## src/rtl/poker_pkg.sv

```systemverilog
// Shared constants, types and small helpers for the poker hand dealer.
package poker_pkg;

  localparam int          CARD_W    = 6;
  localparam int          HAND_SIZE = 5;
  localparam int          DECK_SIZE = 52;
  localparam logic [2:0]  SEL_CHIP  = 3'd5;
  localparam logic [15:0] LFSR_INIT = 16'hACE1;

  typedef logic [CARD_W-1:0] card_t;

  typedef enum logic [2:0] {IDLE, PICK, WRITE, CHIP, PAR, DONE} state_t;

  function automatic logic [2:0] popcount5(input logic [4:0] m);
    popcount5 = 3'd0;
    for (int i = 0; i < 5; i++) popcount5 = popcount5 + {2'b00, m[i]};
  endfunction

  // Index of the lowest set bit; 0 when the mask is empty.
  function automatic logic [2:0] lowest5(input logic [4:0] m);
    lowest5 = 3'd0;
    for (int i = 4; i >= 0; i--) if (m[i]) lowest5 = 3'(i);
  endfunction

endpackage

```

## src/rtl/card_lfsr.sv

```systemverilog
// 16-bit Fibonacci LFSR (taps 16,14,13,11) used as the shuffle source.
module card_lfsr
  import poker_pkg::*;
(
  input  logic        clk,
  input  logic        reset,
  input  logic        load,
  input  logic [15:0] seed,
  input  logic        advance,
  output logic [15:0] value
);

  logic fb;
  assign fb = value[15] ^ value[13] ^ value[12] ^ value[10];

  // A zero seed would lock the register, so it maps to the reset value.
  always_ff @(posedge clk or posedge reset) begin
    if (reset)        value <= LFSR_INIT;
    else if (load)    value <= (seed == 16'h0) ? LFSR_INIT : seed;
    else if (advance) value <= {value[14:0], fb};
  end

endmodule

```

## src/rtl/hand_dealer.sv

```systemverilog
// Deals 5-card hands from a 52-card deck and writes them to a player bank,
// either serially (deal) or as one parallel hand update (draw).
module hand_dealer
  import poker_pkg::*;
#(
  parameter logic [7:0] CHIP_INIT = 8'd100
)
(
  input  logic            clk,
  input  logic            reset,
  input  logic            start_deal,
  input  logic            start_draw,
  input  logic [4:0]      replace_mask,
  input  logic            new_deck,
  input  logic            seed_load,
  input  logic [15:0]     seed,
  output logic            enable,
  output logic [2:0]      sel,
  output logic [7:0]      data,
  output logic            enable_all,
  output logic [4:0][5:0] in_card,
  output logic            busy,
  output logic            done,
  output logic            err,
  output logic [5:0]      cards_left
);

  state_t state, state_nx;

  logic [15:0]                        lfsr;
  logic [15:CARD_W]                   lfsr_unused;
  card_t                              cand;
  logic [DECK_SIZE-1:0]               used, pick_bit;
  logic [63:0]                        used_ext;
  logic [HAND_SIZE-1:0][CARD_W-1:0]   hand, par_q;
  logic [2:0]                         idx;
  logic [4:0]                         mask, mask_rem;
  logic                               is_draw;
  logic                               idle, accept;
  logic                               deal_req, draw_req, deal_ok, draw_ok, err_nx;
  logic [5:0]                         left_eff;

  card_lfsr u_lfsr (
    .clk     (clk),
    .reset   (reset),
    .load    (idle & seed_load),
    .seed    (seed),
    .advance (state == PICK),
    .value   (lfsr)
  );

  assign {lfsr_unused, cand} = lfsr;

  // Codes 52..63 read as permanently used, so one lookup rejects both cases.
  assign used_ext = {{(64 - DECK_SIZE){1'b1}}, used};
  assign pick_bit = DECK_SIZE'(64'd1 << cand);
  assign accept   = (state == PICK) && (cand < 6'(DECK_SIZE)) && !used_ext[cand];
  assign mask_rem = mask & ~(5'b00001 << idx);

  // A same-cycle new_deck refills the deck before the start is judged.
  assign idle     = (state == IDLE);
  assign left_eff = new_deck ? 6'(DECK_SIZE) : cards_left;
  assign deal_req = idle && start_deal;
  assign draw_req = idle && start_draw && !start_deal;
  assign deal_ok  = deal_req && (left_eff >= 6'(HAND_SIZE));
  assign draw_ok  = draw_req && (left_eff >= {3'b000, popcount5(replace_mask)});
  assign err_nx   = (deal_req && !deal_ok) || (draw_req && !draw_ok);

  always_ff @(posedge clk or posedge reset) begin
    if (reset) state <= IDLE;
    else       state <= state_nx;
  end

  always_comb begin
    state_nx = state;
    case (state)
      IDLE: begin
        if (deal_ok)      state_nx = PICK;
        else if (draw_ok) state_nx = (replace_mask == 5'b0) ? PAR : PICK;
      end
      PICK: begin
        if (accept) begin
          if (!is_draw)              state_nx = WRITE;
          else if (mask_rem == 5'b0) state_nx = PAR;
        end
      end
      WRITE:   state_nx = (idx == 3'(HAND_SIZE - 1)) ? CHIP : PICK;
      CHIP:    state_nx = DONE;
      PAR:     state_nx = DONE;
      DONE:    state_nx = IDLE;
      default: state_nx = IDLE;
    endcase
  end

  always_ff @(posedge clk or posedge reset) begin
    if (reset) begin
      used       <= '0;
      cards_left <= 6'(DECK_SIZE);
      hand       <= '0;
      par_q      <= '0;
      idx        <= '0;
      mask       <= '0;
      is_draw    <= 1'b0;
      err        <= 1'b0;
    end else begin
      err <= err_nx;
      if (idle && new_deck) begin
        used       <= '0;
        cards_left <= 6'(DECK_SIZE);
      end
      if (deal_ok) begin
        idx     <= '0;
        is_draw <= 1'b0;
      end else if (draw_ok) begin
        idx     <= lowest5(replace_mask);
        mask    <= replace_mask;
        is_draw <= 1'b1;
      end
      if (accept) begin
        hand[idx]  <= cand;
        used       <= used | pick_bit;
        cards_left <= cards_left - 6'd1;
        if (is_draw) begin
          mask <= mask_rem;
          idx  <= lowest5(mask_rem);
        end
      end
      if (state == WRITE && idx != 3'(HAND_SIZE - 1)) idx <= idx + 3'd1;
      if (state == PAR) par_q <= hand;
    end
  end

  always_comb begin
    enable = 1'b0;
    sel    = 3'd0;
    data   = 8'd0;
    case (state)
      WRITE: begin
        enable = 1'b1;
        sel    = idx;
        data   = {2'b00, hand[idx]};
      end
      CHIP: begin
        enable = 1'b1;
        sel    = SEL_CHIP;
        data   = CHIP_INIT;
      end
      default: ;
    endcase
  end

  assign enable_all = (state == PAR);
  assign in_card    = (state == PAR) ? hand : par_q;
  assign busy       = !idle;
  assign done       = (state == DONE);

endmodule

```

## config.mk

```make
export PLATFORM = sky130hd
export DESIGN_NAME = hand_dealer
export DESIGN_NICKNAME = d
export VERILOG_FILES = /design/src/rtl/poker_pkg.sv /design/src/rtl/card_lfsr.sv /design/src/rtl/hand_dealer.sv
export SDC_FILE = /design/constraint.sdc
export NUM_CORES = 1
export LEC_CHECK = 0
export CAP_MARGIN = 20
export CORE_ASPECT_RATIO = 1.75
export CORE_MARGIN = 5
export CORE_UTILIZATION = 45
export DETAILED_ROUTE_END_ITERATION = 7
export GPL_TIMING_DRIVEN = 0
export PLACE_DENSITY = 0.66
export SKIP_LAST_GASP = 1
export SLEW_MARGIN = 40
export SYNTH_ARGS = -nofsm -noshare
export SYNTH_HDL_FRONTEND = slang
export SYNTH_SLANG_ARGS = --single-unit
export TNS_END_PERCENT = 100
```

## constraint.sdc

```tcl
create_clock -name clk -period 5 [get_ports clk]
set_input_delay 0.5 -clock clk [delete_from_list [all_inputs] [get_ports clk]]
set_output_delay 0.5 -clock clk [all_outputs]
set_load 0.01 [all_outputs]
```

==> qor.yml <==
route:
  drt-total-wl_mm: 20.3
  first_pass_iters: 5
  drt_iter0_drc: 225
  wl_per_cell_um: 19.7
  drc: 0
  via_per_inst: 5.68
  dr_total_vias: 5851
  postRouteAntennaNets: 0
cts:
  cts-buffers-inserted: 17
  cts_tree: "yes"
  cts_resized: 0
  clkTransAtPathRegs_ps: 70
  root_buffer: "clkbuf_16"
  hold_buffers: 0
  numClockSinks: 147
  h-tree-depth: 4
  postCtsSetupRepairBufs: 0
  clk_latency_ps: 430
  clk_path_buf_depth: 2
timing:
  skew_ps: 17.0
  setup_ws_ps: 1050
  fin_crit_sh: 0.790
  period_minus_slack_ps: 3950
  worstMarginPinSlew_ps: 883
  hold_viol_final: 0
  fmax_mhz: 253
  relSlewSlack: 0.407
  hold_ws_ps: 453
  rsz0062_at_grt: "false"
  finalMaxSlewViolations: 0
  setup_viol: 0
global_routing:
  antenna_found_initial: 0
  grt_max_degree: 61
  grt_use_total: 0.218
  grt_overflow_total: 0
  grt_pass1_vias: 6377
  grt_pass1_wl_mm: 33.2
finish:
  area_delta_synth_final_pct: 23.1
  final_nets: 834
  n_antenna_cell: 0
  final_layout_size_suffix_gt1_frac: 0.161
  n_fill_cell: 1440
  layout.cells.non_filler: 1031
  final_util: 0.560
logic_synthesis:
  ys_async_sr_fraction: 1.00
  synth_cells: 696
  syn_nets: 736
  synth_edf_count: 0
  seq_area_frac_synth: 0.496
  yosys_warnings: 0
  yosysMostFrequentCell: "dfrtp_1"
  synth_top_area_cell: "dfrtp_1"
  ys_seq_elements: 147
  syn_avg_cell_area_um2: 10.7
  synthFlopType: "dfrtp_1"
  synthesis.area_um2: 7450
  synth_commonest_cells: "dfrtp_1 (136), nand2_1 (77), mux2_2 (60), nor2_1 (47), clkbuf_1 (39)"
  ys_types: 57
  synth_area_leaders: "dfrtp_1 (46%), mux2_2 (9.1%), mux2i_1 (3.9%)"
  yosysTopAreaCellShare: 0.457
power_and_ir_drop:
  finalPower_w: 0.00587
  pwr-share-comb: 0.449
  p_leak_nw: 3.99
  peakVddDrop_uv: 350
  p_int_w: 0.00347
  p_switching_w: 0.00240
  switching_share: 0.409
  seqPwrFrac: 0.330
  power_density_nw_per_um2: 640
  power_frac_clock: 0.220
critical_path:
  crit_required_ps: 4500
  cp.arrival_ps: 3450
  crit_fanout: 10
  regToRegSetupSlack_ps: 1510
  critPathMaxStageDelay_ps: 650
  path_buf_inv: 3
  end_kind: "output pin"
  worst_r2r_path_depth: 8
  critPathTopFamily: "buffers and inverters"
  r2r_end: "hand[29]$_DFFE_PP0P_"
  crit_chain: "buf_1 > inv_1 > nor3_1 > a22oi_1 > a21oi_1 > clkdlybuf4s50_1"
  worst_path_max_delay_cell: "buf_1"
  critPathKind: "reg2out"
  crit_path_start: "idx[0]$_DFF_PP0_"
  cp-start-kind: "flop"
  critical_path_depth: 6
  cp-endpoint: "data[0]"
  r2r_start: "state[1]$_DFFE_PP0P_"
die:
  die_h_um: 180
  io_pins: 79
  die_x_um: 107
  design.core.area_um2: 16400
  initial_utilization: 0.455
  die-area_um2: 19300
  fp-row-count: 62
place:
  post-place-cells: 999
  pre_cts_slack_ps: 928
  port_buffers: 77
  hpwlAfterDp_mm: 15.1
  routabilityCongestion: 0.850
flow_run:
  drv_cap: 0
hold_path:
  hold_class: "in2async"
outcome:
  outcome: "completed"
==> power by group through the flow <==
stage                     Sequential, W  Combinational (W)  Clock, W
after floorplan                 0.00184            0.00174         0
after global placement          0.00193            0.00257         0
after detailed placement        0.00196            0.00262         0
after CTS                       0.00194            0.00264   0.00131
after global routing            0.00199            0.00288   0.00136
final                           0.00194            0.00264   0.00129
==> registers in the layout, indices dropped and copies added, names as in the netlist <==
| register | count |
|---|---|
| is_draw | 1 |
| used | 52 |
| u_lfsr.value | 16 |
| idx | 3 |
| par_q | 30 |
| hand | 30 |
| mask | 5 |
| err | 1 |
| cards_left | 6 |
| state | 3 |
==> stage by stage <==
| stage | setup TNS, ps | cell area [µm²] |
|---|---|---|
| 3_5_place_dp | 0 | 8570 |
| 5_1_grt | 0 | 9170 |
| 4_1_cts | 0 | 9170 |
| 2_1_floorplan | 0 | 7450 |
| 6_report | 0 | 9170 |
| 3_3_place_gp | -162030 | 8500 |
==> metal layers <==
layer / GRT usage / vias to the layer above / share of wire
li1: - / 2700 / -
met1: 0.242 / 2925 / 0.38
met2: 0.400 / 179 / 0.55
met3: 0.0376 / 47 / 0.038
met4: 0.0932 / 0 / 0.032
met5: 0 / - / 0
==> worst min path at each step <==
stage                               from                   end  slack [ps]  cells past startpoint
floorplan           used[25]$_DFFE_PP0P_  used[25]$_DFFE_PP0P_         440                      2
global placement    used[29]$_DFFE_PP0P_  used[29]$_DFFE_PP0P_         460                      2
detailed placement  used[35]$_DFFE_PP0P_  used[35]$_DFFE_PP0P_         460                      2
CTS                                reset   par_q[11]$_DFF_PP0_         470                      2
global route                       reset   par_q[11]$_DFF_PP0_         490                      2
finish                             reset   par_q[23]$_DFF_PP0_         450                      2
==> cells in the final DEF (no fill, tap or decap), types with 22 or more instances in the layout <==
cell and n:
nand2_1 77, inv_1 25, clkbuf_1 39, o21a_1 22, clkdlybuf4s50_1 77, nor2_1 47, dfrtp_1 136, a31oi_1 22
nor3_1 33, mux2i_1 29, mux2_2 60
==> worst register-to-register path, cell delays in order, from the launching register on <==
cell and delay, ps:
dfrtp_1 360, clkbuf_1 200, nor3b_2 630, o21ai_0 230
a31oi_1 320, nor2b_1 590, and3_1 260, clkbuf_1 390
mux2_2 390
==> kinds of logic (layout without fill, tap and decap cells) <==
logic type	count (synthesis)	in the layout	share of synthesized area
and+or+nand+nor	225	225	0.145
xor gates and xnor gates	3	3	0.00353
muxes	102	102	0.165
adders and majority gates	13	13	0.0238
other	1	1	0.000503
DFF	147	147	0.496
AOI/OAI and AO/OA	131	131	0.123
buffers and inverters	74	185	0.0428
==> final cells by class <==
class | count | area (µm²) | area share
sequential | 147 | 3690 | 0.402
multi-input combinational | 475 | 3440 | 0.375
timing repair buffer | 79 | 826 | 0.0900
clock buffer | 17 | 425 | 0.0464
tap | 224 | 280 | 0.0306
buffer | 47 | 218 | 0.0237
clock inverter | 15 | 179 | 0.0195
inverter | 27 | 109 | 0.0119
(Power assumes the default switching activity.)
